`config.mk`:
```
export PLATFORM = sky130hd
export DESIGN_NAME = hwpe_stream_serialize_flat
export DESIGN_NICKNAME = d
export VERILOG_FILES = /design/src/rtl/hwpe_stream_serialize_flat.sv
export SDC_FILE = /design/constraint.sdc
export NUM_CORES = 1
export LEC_CHECK = 0
export ABC_AREA = 1
export CAP_MARGIN = 25
export CORE_MARGIN = 5
export CORE_UTILIZATION = 30
export CTS_CLUSTER_DIAMETER = 30
export DETAILED_ROUTE_END_ITERATION = 8
export DONT_BUFFER_PORTS = 1
export HOLD_SLACK_MARGIN = 0.08
export REMOVE_ABC_BUFFERS = 1
export SYNTH_ARGS = -nofsm -noshare
export SYNTH_HDL_FRONTEND = slang
export SYNTH_SLANG_ARGS = --single-unit
```
`constraint.sdc`:
```
create_clock -name clk -period 3.3 [get_ports clk]
set_clock_uncertainty 0.15 [all_clocks]
set_input_delay 0.66 -clock clk [delete_from_list [all_inputs] [get_ports clk]]
set_output_delay 0.66 -clock clk [all_outputs]
set_load 0.1 [all_outputs]
```
`src/rtl/hwpe_stream_serialize_flat.sv`:
```
// hwpe_stream_serialize_flat
//   Splits wide words popped from a flat-port HWPE-Stream FIFO into narrower
//   beats, lowest lane first. With SKIP_EMPTY=1, lanes that carry no strobe
//   are not emitted, and a word with no strobe at all is consumed silently.
//
// Ports
//   clk, rst, clear        clock, sync active-high reset, sync soft clear
//   in_valid/in_ready      input word handshake
//   in_data/in_strb        input word and byte strobes
//   out_valid/out_ready    output beat handshake
//   out_data/out_strb      output beat and its byte strobes
//   out_last               final emitted beat of the current word
//   busy                   a word is held and being serialized
//
// States
//   IDLE  | no word held, ready for a new one
//   SHIFT | word held, presenting lane idx_q
module hwpe_stream_serialize_flat #(
  parameter int unsigned IN_WIDTH   = 32,
  parameter int unsigned OUT_WIDTH  = 8,
  parameter bit          SKIP_EMPTY = 1'b1
) (
  input  logic                   clk,
  input  logic                   rst,
  input  logic                   clear,
  input  logic                   in_valid,
  output logic                   in_ready,
  input  logic [IN_WIDTH-1:0]    in_data,
  input  logic [IN_WIDTH/8-1:0]  in_strb,
  output logic                   out_valid,
  input  logic                   out_ready,
  output logic [OUT_WIDTH-1:0]   out_data,
  output logic [OUT_WIDTH/8-1:0] out_strb,
  output logic                   out_last,
  output logic                   busy
);

  localparam int unsigned RATIO  = IN_WIDTH / OUT_WIDTH;
  localparam int unsigned IDX_W  = (RATIO > 1) ? $clog2(RATIO) : 1;
  localparam int unsigned IN_SW  = IN_WIDTH / 8;
  localparam int unsigned OUT_SW = OUT_WIDTH / 8;

  typedef enum logic {IDLE, SHIFT} state_e;

  state_e              state_q, state_d;
  logic [IN_WIDTH-1:0] data_q, data_d;
  logic [IN_SW-1:0]    strb_q, strb_d;
  logic [IDX_W-1:0]    idx_q, idx_d;

  logic [RATIO-1:0] lane_nz_in, lane_nz_q;
  logic [IDX_W-1:0] first_lane, next_lane, next_skip;
  logic             more_above, last_lane;
  logic             accept, drop;

  always_comb begin
    lane_nz_in = '0;
    lane_nz_q  = '0;
    for (int i = 0; i < int'(RATIO); i++) begin
      lane_nz_in[i] = |in_strb[i*OUT_SW +: OUT_SW];
      lane_nz_q[i]  = |strb_q[i*OUT_SW +: OUT_SW];
    end
  end

  // Lowest strobed lane of the incoming word (downward scan, last hit wins).
  always_comb begin
    first_lane = '0;
    for (int i = int'(RATIO) - 1; i >= 0; i--) begin
      if (lane_nz_in[i]) first_lane = IDX_W'(i);
    end
    if (!SKIP_EMPTY) first_lane = '0;
  end

  // Lowest strobed lane strictly above idx_q; absence of one marks the last beat.
  always_comb begin
    next_skip  = '0;
    more_above = 1'b0;
    for (int i = int'(RATIO) - 1; i >= 0; i--) begin
      if ((i > int'(idx_q)) && lane_nz_q[i]) begin
        next_skip  = IDX_W'(i);
        more_above = 1'b1;
      end
    end
    if (SKIP_EMPTY) begin
      next_lane = next_skip;
      last_lane = !more_above;
    end else begin
      next_lane = idx_q + IDX_W'(1);
      last_lane = (32'(idx_q) == RATIO - 1);
    end
  end

  // Outputs depend only on held state; gated so IDLE presents all zeros.
  assign busy      = (state_q == SHIFT);
  assign out_valid = busy;
  assign out_data  = busy ? data_q[idx_q*OUT_WIDTH +: OUT_WIDTH] : '0;
  assign out_strb  = busy ? strb_q[idx_q*OUT_SW +: OUT_SW] : '0;
  assign out_last  = busy & last_lane;

  // A new word may enter while the final beat of the current one leaves.
  assign in_ready = !rst && !clear && (!busy || (last_lane && out_ready));
  assign accept   = in_valid & in_ready;
  assign drop     = SKIP_EMPTY && (in_strb == '0);

  always_comb begin
    state_d = state_q;
    data_d  = data_q;
    strb_d  = strb_q;
    idx_d   = idx_q;
    case (state_q)
      IDLE: begin
        if (accept && !drop) begin
          data_d  = in_data;
          strb_d  = in_strb;
          idx_d   = first_lane;
          state_d = SHIFT;
        end
      end
      SHIFT: begin
        if (out_ready) begin
          if (!last_lane) begin
            idx_d = next_lane;
          end else if (accept && !drop) begin
            data_d  = in_data;
            strb_d  = in_strb;
            idx_d   = first_lane;
            state_d = SHIFT;
          end else begin
            state_d = IDLE;
          end
        end
      end
      default: state_d = IDLE;
    endcase
  end

  always_ff @(posedge clk) begin
    if (rst || clear) begin
      state_q <= IDLE;
      data_q  <= '0;
      strb_q  <= '0;
      idx_q   <= '0;
    end else begin
      state_q <= state_d;
      data_q  <= data_d;
      strb_q  <= strb_d;
      idx_q   <= idx_d;
    end
  end

endmodule

```
* Word-level counts from Yosys, hierarchy flattened *
Index checks and enable logic that the tools add are counted.

word-level totals
  register bits after elaboration = 39
  bits in read-only memories = 0
  memory bits (writable) = 0
  memories kept = 0
  bits in latches = 0

cells by class
  equal/unequal tests = 2
  mux-type cells = 28
  order comparisons = 3
  $add $sub $neg = 0
  div/mod/pow operators = 0
  $mul = 0
  bitwise logic cells = 3
  reduce and logical (&&, ||, !) cells = 16
  shifts and indexed selects = 2

operators by type and width
  cell                                                                             count
  32-bit 2-to-1 mux                                                                3
  32-bit case mux with 2 select lines                                              1
  32-bit by 6-bit indexed part select with 8-bit output                            1
  2-bit 2-to-1 mux                                                                 10
  4-bit 2-to-1 mux                                                                 3
  8-bit 2-to-1 mux                                                                 1
  4-bit case mux with 2 select lines                                               1
  1-bit logical AND                                                                7
  1-bit 2-to-1 mux                                                                 7
  1-bit logical NOT                                                                5
  2-bit greater-than comparator (first input constant)                             2
  4-bit logical NOT                                                                1
  2-bit != test (second input constant)                                            2
  2-bit case mux with 2 select lines                                               1
  4-bit by 3-bit indexed part select with 1-bit output                             1
  1-bit bitwise AND                                                                2
  1-bit by 2-bit greater-than comparator with 1-bit output (first input constant)  1
  1-bit logical OR                                                                 2
  1-bit case mux with 2 select lines                                               1
  2-bit AND reduction                                                              1
  1-bit inverter                                                                   1

* Longest topological paths before layout *
  depth in word-level cells = 15
  mapped depth = 11
  mapped depth without buffers = 10

* Worst setup path after synthesis *
OpenSTA, ideal clock, no wires.

  path kind = reg-to-output
  from = register state_q, in the netlist busy
  to = output port out_data[1]
  arrival time = 2.930 ns
  cell stages (with the launch flop) = 4
  setup slack = -0.440 ns
  required time = 2.490 ns
  buffers on the path = 1
  cells stage by stage = dfxtp_1 -> inv_1 -> clkbuf_1 -> a31oi_1

on the way
  word-level cells in the longest chain between the ends = 1

RTL lines
  what                      RTL line  text
  start: declaration        45        state_e state_q, state_d;
  start signal: assignment  143       state_q <= state_d;
  8-bit 2-to-1 mux          95        assign out_data = busy ? data_q[idx_q*OUT_WIDTH +: OUT_WIDTH] : '0;
  end: declaration          32        output logic [OUT_WIDTH-1:0] out_data,

No other way between the ends.

* Worst setup path after layout *
  from = register idx_q[1]
  to = output port out_data[2]

on the way
  word-level cells in the longest chain between the ends = 2

RTL lines
  what                                                   RTL line  text
  start: declaration                                     48        logic [IDX_W-1:0] idx_q, idx_d;
  start signal: assignment                               146       idx_q <= idx_d;
  32-bit by 6-bit indexed part select with 8-bit output  95
  8-bit 2-to-1 mux                                       95

No other way between the ends.

==> impl_metrics.yaml <==
floorplan:
  core_sq_um: 5890
  io_pins: 54
  rows: 28
  die_width_um: 87.5
  die_area_sq_um: 7650
  die_y_um: 87.5
  start_util_pct: 30.6
final_layout:
  most-common-layout-cells: "nor2_1, dfxtp_1, o21ai_0"
  fillerInstances: 659
  instances_no_fill: 348
  final_common_cell: "nor2_1"
  finalNetCount: 313
  drive_gt1_share_pct: 15.0
  final-seq-area_sq_um: 782
  area_growth_pct: 14.4
  multi_input_area_sq_um: 922
  final_area_sq_um: 2060
  antenna_cells_inserted: 0
place:
  dp_hpwl_um: 3510
  place_area_sq_um: 1960
  place.gp.congestion: 0.802
  post-place-ws_ns: 0.796
  io_buffer_count: 0
  dp_cells: 340
timing:
  relSlewSlack_pct: 61.0
  period_needed_ns: 2.82
  timing.final.ws_setup_ns: 0.481
  final.period_utilization_pct: 85.4
  hold_viol: 0
  worstMarginPinSlew_ns: 0.585
  slew_violations: 0
  setup_tns_ns: 0
  rsz0062_at_grt: "no"
  fmax_ghz: 0.355
  finalSetupViolCount: 0
clock_network:
  htreeDepth: 2
  ctsResizeCount: 0
  cts.reportedPaths.clkPinSlew_ns: 0.08
  clock_path_buffers: 2
  post_cts_buffers: 0
  hold_buffers: 0
  cts_sinks: 39
  numCtsBuffers: 5
  insertion_delay_ns: 0.29
  clock-root-buffer: "clkbuf_8"
  cts_tree: "done"
power:
  ir_drop_v: 0.000223
  p_leak_uw: 0.000728
  power_density_nw_per_um2: 447
routing:
  ant_nets: 0
  viasPerCell: 4.76
  wire_per_inst_um: 14.0
  first_pass_iters: 4
  wl_um: 4870
  drtIter0Drc: 111
  vias: 1657
  drc: 0
logic_synthesis:
  syn_avg_cell_area_sq_um: 6.77
  synth.area.top_cells: "dfxtp_1, nor2_1, o21ai_0"
  yosysSeqAreaShare_pct: 43.4
  synth_top_area_cell: "dfxtp_1"
  synth.top_cell.area_share_pct: 43.4
  ys_warn_count: 0
  syn_area_sq_um: 1800
  synthCells: 266
  synth-seq-cells: 39
  synth_cell_types: 21
worst_setup_path:
  cp-end-kind: "output pin"
  worstPathRequired_ns: 2.49
  worstPathMaxFanout: 13
  critPathLaunchType: "flip-flop"
  critical_path_arrival_ns: 2.01
  critical_path_class: "flip-flop to output pin"
global_route:
  grt_pass1_vias: 1671
  grt_usage_pct: 13.6
  grt_pass1_wl_um: 8020
  grt_antenna_before_repair: 0
  grt_max_degree: 40
  overflow: 0
min_path:
  worst_hold_path_type: "flip-flop to flip-flop"
status:
  status: "complete, no violations"
job:
  drv_cap: 0
synth_stat cells, drive strengths merged:
master and n:
nor2 89, o21ai 44, dfxtp 39, nand2 39
inv 12, a21oi 10, buf 8, clkbuf 8
a31oi 7, nand3 4, a22oi 2, clkinv 1
nand4 1, nor3 1, o211ai 1
state kept, by name, indices dropped and copies added, names as in the netlist:
signal and cells:
lane_nz_q 4, busy 1, idx_q 2, data_q 32
cells by family after synthesis:
logic type,share of synthesized area (%)
AND/OR/NAND/NOR,29.2
AO/OA/AOI/OAI,18.9
flip-flops,43.4
buffers and inverters,8.55
worst max-delay path, cell delays in order, from the launching register on:
cell and delay, ns:
dfxtp_1 0.60, inv_2 0.09, nor2_1 0.25, buf_4 0.22, nand2_1 0.07, a31oi_2 0.16, buf_4 0.31
layout make-up:
| type | instances | area share [%] |
|---|---|---|
| inverter | 13 | 2.37 |
| timing repair buffer | 15 | 5.47 |
| clock buffer | 8 | 4.86 |
| tap | 75 | 4.56 |
| sequential | 39 | 38.0 |
| multi-input combinational | 198 | 44.8 |
report_power, final:
group          switching, uW  leakage (uW)  internal, uW
registers               7.09      0.000316           481
clock network            164     0.0000515           191
logic                   56.0      0.000360          22.3
layer usage:
layer  wire, um  vias to the layer above  global-route usage [%]  part of all wire [%]
li1           -                      864                       -                     -
met1       2150                      742                    17.5                    44
met2       2280                       44                    21.2                    47
met3        342                        7                    4.82                   7.0
met4         99                        0                    4.60                   2.0
met5          0                        -                       0                     0
worst paths after layout:
path,from,endpoint,slack [ns],depth (start not counted)
worst max register to register,idx_q[0]$_SDFFE_PP0N_,lane_nz_q[2]$_SDFFE_PP0P_,1.12,8
worst min register to register,lane_nz_q[0]$_SDFFE_PP0P_,lane_nz_q[0]$_SDFFE_PP0P_,0.33,2
worst min-delay path,lane_nz_q[0]$_SDFFE_PP0P_,lane_nz_q[0]$_SDFFE_PP0P_,0.33,2
worst max-delay path,idx_q[1]$_SDFFE_PP0N_,out_data[2],0.48,6
metrics by stage:
| step | hold slack, ns | util (%) | power (uW) |
|---|---|---|---|
| floorplan | 0.291 | - | 557 |
| global route | 0.361 | 35.0 | 968 |
| finish | 0.328 | 35.0 | 921 |
| CTS | 0.330 | 35.0 | 934 |
| global placement | 0.305 | 33.3 | 578 |
| detailed placement | 0.319 | 33.3 | 579 |
Note: power is estimated with default switching activity, not from simulation.
==> edit (same settings) <==
`IN_WIDTH`: 32 -> 64.
--- a/src/rtl/hwpe_stream_serialize_flat.sv
+++ b/src/rtl/hwpe_stream_serialize_flat.sv
@@ -18,3 +18,3 @@
 module hwpe_stream_serialize_flat #(
-  parameter int unsigned IN_WIDTH   = 32,
+  parameter int unsigned IN_WIDTH   = 64,
   parameter int unsigned OUT_WIDTH  = 8,
Interface: changed (resized in_data and in_strb); port bits go from 54 to 90. No check against the original RTL was run, so the function may have changed too.
==> edit against the unedited design <==
  * Cell area is 130% higher
  * Power increased to 2.7 times the old value
  * Area after synthesis up 120%
  * Wire length rose by 130%
  * Sequential cell count rose by 37
  * Setup slack got worse by 300 ps
  * Fmax is 9.6% lower
  * Die area is 110% higher
  * Critical path type unchanged
  * Largest cell class unchanged
  * Highest routed layer unchanged
==> edit: results (changes against the unedited design) <==
outcome finished, final reports clean; fill cell instance count of the final layout 1412 (+110%); wire length on met3 636 µm (+86%); pin count of the biggest net entering global routing 78 (+95%); overall die width 126 µm (+44%); biggest fanout along the worst timing path 33 (+20); leakage power 0.00189 µW (+160%); slew at the pin closest to its max-slew limit 957 ps (+373 ps); startpoint of the lowest-slack hold path in_data[25]; global placer's final weighted congestion 0.903 (+13%); wire length per cell 15.7 µm (+12%); end of the worst hold path data_q[25]; Most flops, register data_q; HPWL reported at the end of detailed placement 7450 µm (+110%); dominant synthesized flop cell dfxtp_1; overall routing resource usage 13.6% (-0.034 points); worst setup slack for register-to-register paths 640 ps (-480 ps); delay contributed by the slowest stage of the critical path 570 ps (-30 ps); uppermost layer routed met4; Post-Place Cell Area 0.00430 mm² (+120%); capturing point of the worst reg2reg path idx_q[1]; VDD IR max 217 µV (-2.8%); share of final-layout standard cells stronger than drive strength 1 20.6% (+5.6 points); slowest stage cell on the critical path dfxtp_1; clock buffers created by TritonCTS 9 (+4); n_diodes 0 (unchanged); wire length of the first global-routing pass 17600 µm (+120%); part of the Yosys area used for sequential elements 37.7% (-5.7 points); number of global-route vias before repair 3454 (+110%); warning count from the yosys run 0 (unchanged); worst reg2reg startpoint idx_q[2]; Worst Reg2Reg Path Length in Cells 11 (+3); most instantiated cells after synthesis 132 x nand2_1, 106 x nand3_1, 76 x dfxtp_1; max reg flops 64 (+100%); count of cell types in the netlist 28 (+33%); top post-synthesis cells by area dfxtp_1 38%, nand3_1 13%, nand2_1 12%, nand3_2 12%, a21oi_1 2.4%; worst endpoint data arrival time 2310 ps (+300 ps); Async SR Flop Fraction 0% (unchanged); clock latency of the later-clocked register in the worst-skew pair 340 ps (+50 ps); drt via density 5.03 (+5.6%); Port Buf Inserts 0 (unchanged); length of routed wiring on met1 4980 µm (+130%); pre-CTS setup slack 472 ps (-325 ps); NumNets Final 598 (+91%); kind of path behind the tightest hold check primary input to register; Clock Root Buffer clkbuf_16; initial detailed-routing violation count 180 (+62%); number of antenna violations at the first check in global routing 0 (unchanged); count of TritonRoute iterations in the first routing pass 5 (+1); number of instances on the worst hold path 2 (unchanged); total met2 wirelength after detailed routing 5140 µm (+130%); H-tree lvl count 3 (+1); maximum buffer depth of the clock tree 2 (unchanged); clock slew at reported path FFs 60 ps (-20 ps)
## edit: changes by cell type in the layout (fill, tap and decap cells not counted), moves of 10 or more
cell and delta:
clkbuf_16 +10, nor2_1 -64, nand3_1 +101, nand3_2 +47
dfxtp_1 +36, o21ai_0 -19, nand2_1 +96, buf_12 +11
## edit: metal layers
layer,global-route usage [%],vias to the layer above
li1,-,1788
met1,17.8,1612
met2,21.2,106
met3,3.30,18
met4,6.37,0
met5,0,-
## edit: power by group
group | internal (µW) | switching [µW] | total [µW]
sequential | 968 | 35.6 | 1000
clock | 755 | 365 | 1120
combinational | 96.3 | 223 | 320
## edit: logic make-up (layout without fill, tap and decap cells)
group	count (synthesis)	count (layout)	share of synthesized area (%)
simple gates	324	324	41.9
flops	76	76	37.7
buf+inv	64	54	9.98
compound gates	63	63	8.46
mux	8	8	1.98
## edit: how the worst max path moves through the flow
stage	endpoint	slack, ps	cells past startpoint	startpoint
after global placement	in_ready	540	9	idx_q[0]
final	in_ready	180	9	idx_q[2]
after detailed placement	in_ready	470	9	idx_q[0]
after global routing	out_data[4]	-8	6	idx_q[1]
after floorplan	lane_nz_q[0]	-4520	7	in_strb[6]
after CTS	in_ready	110	9	idx_q[0]
## edit: timing repair
item | 4_1_cts | 5_1_grt
endpoints found under the hold margin | 0 | 0
hold buffers | 0 | 0
endpoints found under the setup margin | 0 | 2
resized for setup | 0 | 3
buffers inserted | 0 | 1
## edit: per-stage QoR
stage / hold slack, ps / TNS [ps] / util, % / instances
finish: 293 / 0 / 35.2 / 701
global route: 290 / -7.82 / 35.2 / 701
CTS: 287 / 0 / 35.0 / 699
detailed placement: 308 / 0 / 32.4 / 684
global placement: 307 / 0 / 32.4 / 684
floorplan: 297 / -351060 / - / 490
## edit: final cells by class
class / instances / area, µm² / share of cell area (%)
multi-input cells: 395 / 2190 / 47.1
clock buffers: 11 / 243 / 5.21
flip-flops and latches: 76 / 1520 / 32.7
clock inverters: 4 / 97.6 / 2.09
repair buffers: 20 / 309 / 6.63
well taps: 176 / 220 / 4.72
inverters: 19 / 75.1 / 1.61
## edit: critical path, delay by kind of cell (launching register included)
family,cells,cell delay (ps)
simple gates,6,750
buf+inv,3,620
flops,1,570
